**src/rtl/seven_seg_scan_driver.sv**
```systemverilog
// seven_seg_scan_driver
//   Time-multiplexed driver for an 8-digit, common-anode 7-segment display.
//   One hex nibble of a shadowed 32-bit word is shown per digit slot of
//   REFRESH_DIV clock cycles. The shadow is reloaded from to_display only at
//   the end of digit 7, so a frame never mixes two words.
//
// Ports
//   clock       in   1   system clock, rising edge
//   reset_n     in   1   asynchronous active-low reset
//   to_display  in  32   hex word, nibble i -> digit i (digit 0 rightmost)
//   blank_lz    in   1   1 = blank leading-zero digits (digit 0 never blanked)
//   dp_mask     in   8   bit i = 1 lights decimal point of digit i
//   an          out  8   anode enables, active-low
//   seg         out  7   {g,f,e,d,c,b,a}, active-low
//   dp          out  1   decimal point, active-low
//   frame_done  out  1   one-cycle pulse after the shadow word is reloaded
module seven_seg_scan_driver #(
   parameter int unsigned REFRESH_DIV = 100000
) (
   input  logic        clock,
   input  logic        reset_n,
   input  logic [31:0] to_display,
   input  logic        blank_lz,
   input  logic [7:0]  dp_mask,
   output logic [7:0]  an,
   output logic [6:0]  seg,
   output logic        dp,
   output logic        frame_done
);

   localparam int unsigned    PW        = (REFRESH_DIV > 1) ? $clog2(REFRESH_DIV) : 1;
   localparam logic [PW-1:0]  PRESC_MAX = PW'(REFRESH_DIV - 1);

   logic [PW-1:0] r_presc;
   logic [2:0]    r_idx;
   logic [31:0]   r_shadow;
   logic [7:0]    r_an;
   logic [6:0]    r_seg;
   logic          r_dp;
   logic          r_frame_done;

   logic          w_tick;
   logic          w_frame_end;
   logic [4:0]    w_bitpos;
   logic [31:0]   w_upper;
   logic [3:0]    w_nibble;
   logic          w_blank;
   logic [7:0]    w_an_onehot;
   logic [6:0]    w_seg;

   function automatic logic [6:0] hex7(input logic [3:0] nib);
      logic [6:0] s;
      case (nib)
         4'h0:    s = 7'h40;
         4'h1:    s = 7'h79;
         4'h2:    s = 7'h24;
         4'h3:    s = 7'h30;
         4'h4:    s = 7'h19;
         4'h5:    s = 7'h12;
         4'h6:    s = 7'h02;
         4'h7:    s = 7'h78;
         4'h8:    s = 7'h00;
         4'h9:    s = 7'h10;
         4'hA:    s = 7'h08;
         4'hB:    s = 7'h03;
         4'hC:    s = 7'h46;
         4'hD:    s = 7'h21;
         4'hE:    s = 7'h06;
         default: s = 7'h0E;
      endcase
      return s;
   endfunction

   always_comb begin
      w_tick      = (r_presc == PRESC_MAX);
      w_frame_end = w_tick && (r_idx == 3'd7);
      w_bitpos    = {r_idx, 2'b00};
      w_nibble    = r_shadow[w_bitpos +: 4];
      // Everything from the current digit upward is zero -> leading zero.
      w_upper     = r_shadow >> w_bitpos;
      w_blank     = blank_lz && (r_idx != 3'd0) && (w_upper == '0);
      w_an_onehot = 8'b1 << r_idx;
      w_seg       = hex7(w_nibble);
   end

   // Scan state: prescaler, digit index and frame-synchronous shadow word.
   always_ff @(posedge clock or negedge reset_n) begin
      if (!reset_n) begin
         r_presc  <= '0;
         r_idx    <= '0;
         r_shadow <= '0;
      end else begin
         if (w_tick) begin
            r_presc <= '0;
            r_idx   <= r_idx + 3'd1;
         end else begin
            r_presc <= r_presc + 1'b1;
         end
         if (w_frame_end) begin
            r_shadow <= to_display;
         end
      end
   end

   // Output register: lags the scan state by one cycle.
   always_ff @(posedge clock or negedge reset_n) begin
      if (!reset_n) begin
         r_an         <= '1;
         r_seg        <= '1;
         r_dp         <= 1'b1;
         r_frame_done <= 1'b0;
      end else begin
         r_frame_done <= w_frame_end;
         if (w_blank) begin
            r_an  <= '1;
            r_seg <= '1;
            r_dp  <= 1'b1;
         end else begin
            r_an  <= ~w_an_onehot;
            r_seg <= w_seg;
            r_dp  <= ~dp_mask[r_idx];
         end
      end
   end

   assign an         = r_an;
   assign seg        = r_seg;
   assign dp         = r_dp;
   assign frame_done = r_frame_done;

endmodule
```
**config.mk**
```make
export PLATFORM = sky130hd
export DESIGN_NAME = seven_seg_scan_driver
export DESIGN_NICKNAME = d
export VERILOG_FILES = /design/src/rtl/seven_seg_scan_driver.sv
export SDC_FILE = /design/constraint.sdc
export NUM_CORES = 1
export LEC_CHECK = 0
export CAP_MARGIN = 10
export CORE_ASPECT_RATIO = 1.1
export CORE_UTILIZATION = 57
export DETAILED_ROUTE_END_ITERATION = 8
export MAX_ROUTING_LAYER = met4
export PLACE_DENSITY_LB_ADDON = 0.25
export SLEW_MARGIN = 20
export SYNTH_ARGS = -nofsm -noshare
export SYNTH_HDL_FRONTEND = slang
export SYNTH_SLANG_ARGS = --single-unit
```
**constraint.sdc**
```tcl
create_clock -name clock -period 7.82 [get_ports clock]
set_input_delay 1.173 -clock clock [delete_from_list [all_inputs] [get_ports clock]]
set_output_delay 1.173 -clock clock [all_outputs]
set_load 0.01 [all_outputs]
```
After elaboration in Yosys (flattened, before gate mapping)
Memories as Yosys holds them, arrays and structs flattened.
Index checks and enable logic that the tools add are counted.
Storage, ports and cells
  register bits: 69
  memory bits (read-only): 112
  bits of input ports: 43
  memories kept: 1
Operators by class
  $add $sub $neg: 2
  magnitude comparators: 1
  equality and inequality tests: 2
  shifts and indexed selects: 3
  multiplexer cells: 6
  bitwise gates (word level): 2
  reduce and logical (&&, ||, !) cells: 5
Memory list
  (name not given): depth 16, bits a word 7, rd ports 1, clocked after Yosys merged registers in 0, write ports 0, RTL line 53  | case (nib)
Operators by type and width (number)
  32-bit logical NOT: 1
  32-bit by 6-bit indexed part select with 4-bit output: 1
  32-bit by 5-bit >> shifter with 32-bit output: 1
  17-bit by 1-bit adder with 17-bit output (second input constant): 1
  17-bit equality test (second input constant): 1
  17-bit two-way mux: 1
  8-bit two-way mux: 1
  8-bit inverter: 1
  1-bit by 3-bit << shifter with 8-bit output (first input constant): 1
  7-bit two-way mux: 1
  3-bit by 4-bit < comparator with 1-bit output (second input constant): 1
  3-bit by 1-bit adder with 3-bit output (second input constant): 1
  1-bit binary-select mux with 3-bit select: 1
  3-bit equality test (second input constant): 1
  1-bit logical AND: 3
  3-bit nonzero test: 1
  1-bit two-way mux: 2
  1-bit inverter: 1

Logic depth before layout (Yosys ltp)
  word-level depth: 4
  gate-level depth with buffers: 11
  gate-level depth less buffers: 9

Worst setup path before layout
OpenSTA, ideal clock, no wires.
  kind: register to register
  start: register r_idx[0]
  end: register r_seg[1], in the netlist seg[1]
  arrival time: 2.827 ns
  data required time: 7.722 ns
  path slack: 4.895 ns
  stages on the path, launching flop included: 11
  clock period less this slack: 2.925 ns
  cell sequence: dfrtp_1 > buf_2 > buf_2 > mux4_2 > nand2_1 > and2_1 > ha_1 > o2111ai_1 > or4_4 > o21bai_4 > o311ai_1
Between the ends
  longest elaborated chain between the ends: 4
RTL lines
  start: declaration: RTL line 35  | logic [2:0] r_idx;
  start signal: assignment: RTL line 95  | r_idx <= r_idx + 3'd1;
  parallel branches: the longest is 3 deep, another holds memory 16 x 7 bit
  7-bit two-way mux *: RTL line 114  | if (w_blank) begin
  end signal: assignment: RTL line 120  | r_seg <= w_seg;
  end: declaration: RTL line 38  | logic [6:0] r_seg;
Every way passes the cells marked *.
A chain may end at the register's enable or synchronous reset.

Worst setup path after layout
  start: register r_idx[1]
  end: register r_seg[1], in the netlist seg[1]
The elaborated chain is that of the path after synthesis.

==> summary.txt <==
Floorplanning
  • Die footprint: 6500 um2
  • Io pins: 60
  • Initial Util: 59.9%
  • Die width: 77.0 um
  • Die Ht: 84.5 um
  • Core ar.: 5880 um2
  • Row Count: 29

GRT
  • Vias in the first global route: 2497
  • GRT Util Overall: 24.4%
  • Grt ovf: 0
  • Global-route wire length before repair: 11800 um
  • Largest net degree at the start of global routing: 70
  • Antenna violations before repair: 0

Clock network
  • CTS Hold Buffers Added: 0
  • TritonCTS Sinks: 69
  • CTS max path bufs: 2
  • Skew-Pair Late Insertion Delay: 0.34 ns
  • CTS Buf Count: 9
  • CTS tree: done
  • Clk root buf: clkbuf_8
  • CTS HTree Levels: 3
  • Post-CTS setup buffer count: 0
  • Clock slew at reported path FFs: 0.07 ns
  • PostCTS Resize Cnt: 0

Critical path
  • Peak fanout along the critical path: 23
  • Crit end category: register
  • Max stage delay on crit path: 0.96 ns
  • Worst path top cell family by delay: flip-flops
  • CP arrival: 3.59 ns
  • Reg2Reg Setup Slack: 4.48 ns
  • Slowest CP cell: dfrtp_1
  • CP Launch Point: r_idx[1]
  • Cells along the critical path: mux4_2, nand2_1, nand2_1, inv_1, ha_1, o2111ai_1, or4_4, o21bai_4, o311ai_1
  • Worst setup SP type: register
  • Worst R2R Start: r_idx[1]
  • Most used cell, CP: nand2_1
  • Critical path type: register to register
  • Buffers and inverters on the worst path: 1
  • Critical Path RT: 8.07 ns

Routing
  • Drt first pass iters: 4
  • Drt total wl: 6750 um
  • Number of vias per cell: 5.74
  • Final ANT Viol Nets: 0
  • Wire per inst: 16.0 um
  • Vias: 2430
  • DR DRC count: 0
  • DR iter-0 viols: 120

Finish
  • Fillers: 412
  • Layout Cells excl Fill: 423
  • Most frequent cells in the layout: 58 x clkdlybuf4s50_1, 53 x dfrtp_1, 33 x mux2_2, 22 x nand2_1, 17 x nor2_1
  • N_diodes: 0
  • Nets: 397
  • Fraction of layout cells with a size suffix above 1: 24.9%
  • Synthesis-to-layout area growth: 23.8%
  • Most common cell after layout, fill and taps aside: clkdlybuf4s50_1

Run status
  • Status: finished, final reports clean

Synthesis
  • Register area share after synthesis: 49.6%
  • Avg Cell Area, Syn: 12.6 um2
  • Yosys cell types: 41
  • Flip-flop and latch count after synthesis: 69
  • Cells after Synth: 280
  • Synth Warn #: 0
  • Synthesized area: 3520 um2
  • Async SR Flop Fraction: 100%
  • Top_reg_cell synth: dfrtp_1
  • Synth Net Count: 336
  • Number of synthesized flops with an enable pin: 0

Placed design
  • Routability cong.: 0.896
  • Post-DP HPWL: 4860 um
  • Placed Instances: 407
  • I/O Buffers: 59

STA
  • Fin crit share: 42.7%
  • Actual slew at the worst max-slew pin: 0.945 ns
  • Normalized max-slew margin: 37.0%
  • RSZ-0062 raised after global routing: no
  • Fin. Hold Viols: 0
  • Setup TNS after final layout: 0 ns
  • Crit path time final: 3.34 ns
  • Final Setup Violations: 0
  • Fin Clk Skew: 0.0107 ns
  • Fin. max-slew vios: 0
  • Fmax achieved: 299 MHz

Hold path
  • Hold Path Origin: r_presc[0]
  • Min-delay worst type: register to register

Power
  • Peak VDD IR: 0.000146 V
  • Tot Pwr: 737 uW
  • Leakage: 1.78 nW
  • Power Dens Cells: 169 nW/um2

Flow run
  • Max-cap viol count: 0
==> report_power, final <==
part	switching [mW]	internal [mW]	total, mW
logic	0.0248	0.0407	0.0655
registers	0.0106	0.371	0.382
clock network	0.133	0.157	0.290
total	0.168	0.568	0.737
==> registers in the layout, summed over array words and instances (netlist names) <==
signal	flops
r_shadow	32
r_presc	17
an	8
seg	7
r_idx	3
dp	1
frame_done	1
==> kinds of logic after synthesis <==
family / after synthesis / synth area share [%]
muxes: 56 / 21.8
adders and majority gates: 13 / 4.62
DFF: 69 / 49.6
xor gates and xnor gates: 16 / 3.98
buffers and inverters: 19 / 2.52
and+or+nand+nor: 86 / 12.3
AOI/OAI and AO/OA: 21 / 5.26
==> final cells by class <==
type                            instances  area [um2]  share of cell area, %
Clock buffer                           11         141                   3.24
Timing Repair Buffer                   61         601                   13.8
Tap cell                               77        96.3                   2.21
Multi-Input combinational cell        192        1690                   38.7
Inverter                                8        30.0                  0.688
Clock inverter                          5        58.8                   1.35
Sequential cell                        69        1750                   40.0
==> worst reg2reg max path, stage by stage (launching register included) <==
cell and delay (ns):
dfrtp_1 0.96, mux4_2 0.61, nand2_1 0.08, nand2_1 0.13, inv_1 0.18, ha_1 0.23, o2111ai_1 0.12, or4_4 0.59
o21bai_4 0.25, o311ai_1 0.11
==> stage by stage <==
stage / area, um2 / setup slack, ns / utilization, % / hold slack [ns]
final: 4360 / 4.48 / 74.2 / 0.492
after global routing: 4360 / 4.19 / 74.2 / 0.496
after CTS: 4360 / 4.46 / 74.2 / 0.487
after detailed placement: 4160 / 4.48 / 70.8 / 0.477
after global placement: 4160 / 4.60 / 70.8 / 0.472
after floorplan: 3520 / 4.89 / - / 0.447
==> metal layers <==
layer,global-route usage (%),wire [um],up-vias
met1,31.7,3000,1208
li1,-,-,1147
met4,10.1,87,0
met2,37.6,3410,67
met5,-,0,-
met3,4.78,256,8
==> cells in the mapped netlist, drive strengths merged, types with 2 or more instances <==
| library cell | number | share of area (%) |
|---|---|---|
| nor2 | 17 | 1.8 |
| nand2 | 22 | 2.3 |
| o221ai | 3 | 0.75 |
| xnor2 | 9 | 2.2 |
| nor4 | 10 | 1.8 |
| dfstp | 16 | 12 |
| ha | 13 | 4.6 |
| xor2 | 7 | 1.7 |
| o21ai | 3 | 0.43 |
| clkbuf | 2 | 0.21 |
| and3 | 4 | 0.71 |
| dfrtp | 53 | 38 |
| nor2b | 2 | 0.36 |
| nand3 | 16 | 2.3 |
| nand2b | 2 | 0.57 |
| inv | 8 | 0.85 |
| mux4 | 13 | 8.4 |
| and2 | 2 | 0.36 |
| mux2i | 10 | 2.8 |
| nor3 | 3 | 0.43 |
| mux2 | 33 | 11 |
| nand4 | 6 | 1.1 |
| a21oi | 2 | 0.28 |
| o31a | 2 | 0.50 |
| o211ai | 2 | 0.57 |
| buf | 9 | 1.5 |
| a31oi | 2 | 0.71 |
| o311ai | 2 | 0.50 |
==> path summary, 6_finish.rpt <==
path | depth (start not counted) | endpoint
worst min register to register | 1 | r_presc[0]
max in group asynchronous | 2 | r_presc[7]
min in group asynchronous | 2 | r_shadow[10]
worst min-delay path | 1 | r_presc[0]
worst max register to register | 9 | seg[1]
worst max-delay path | 9 | seg[1]
Note: power is estimated with default switching activity, not from simulation.
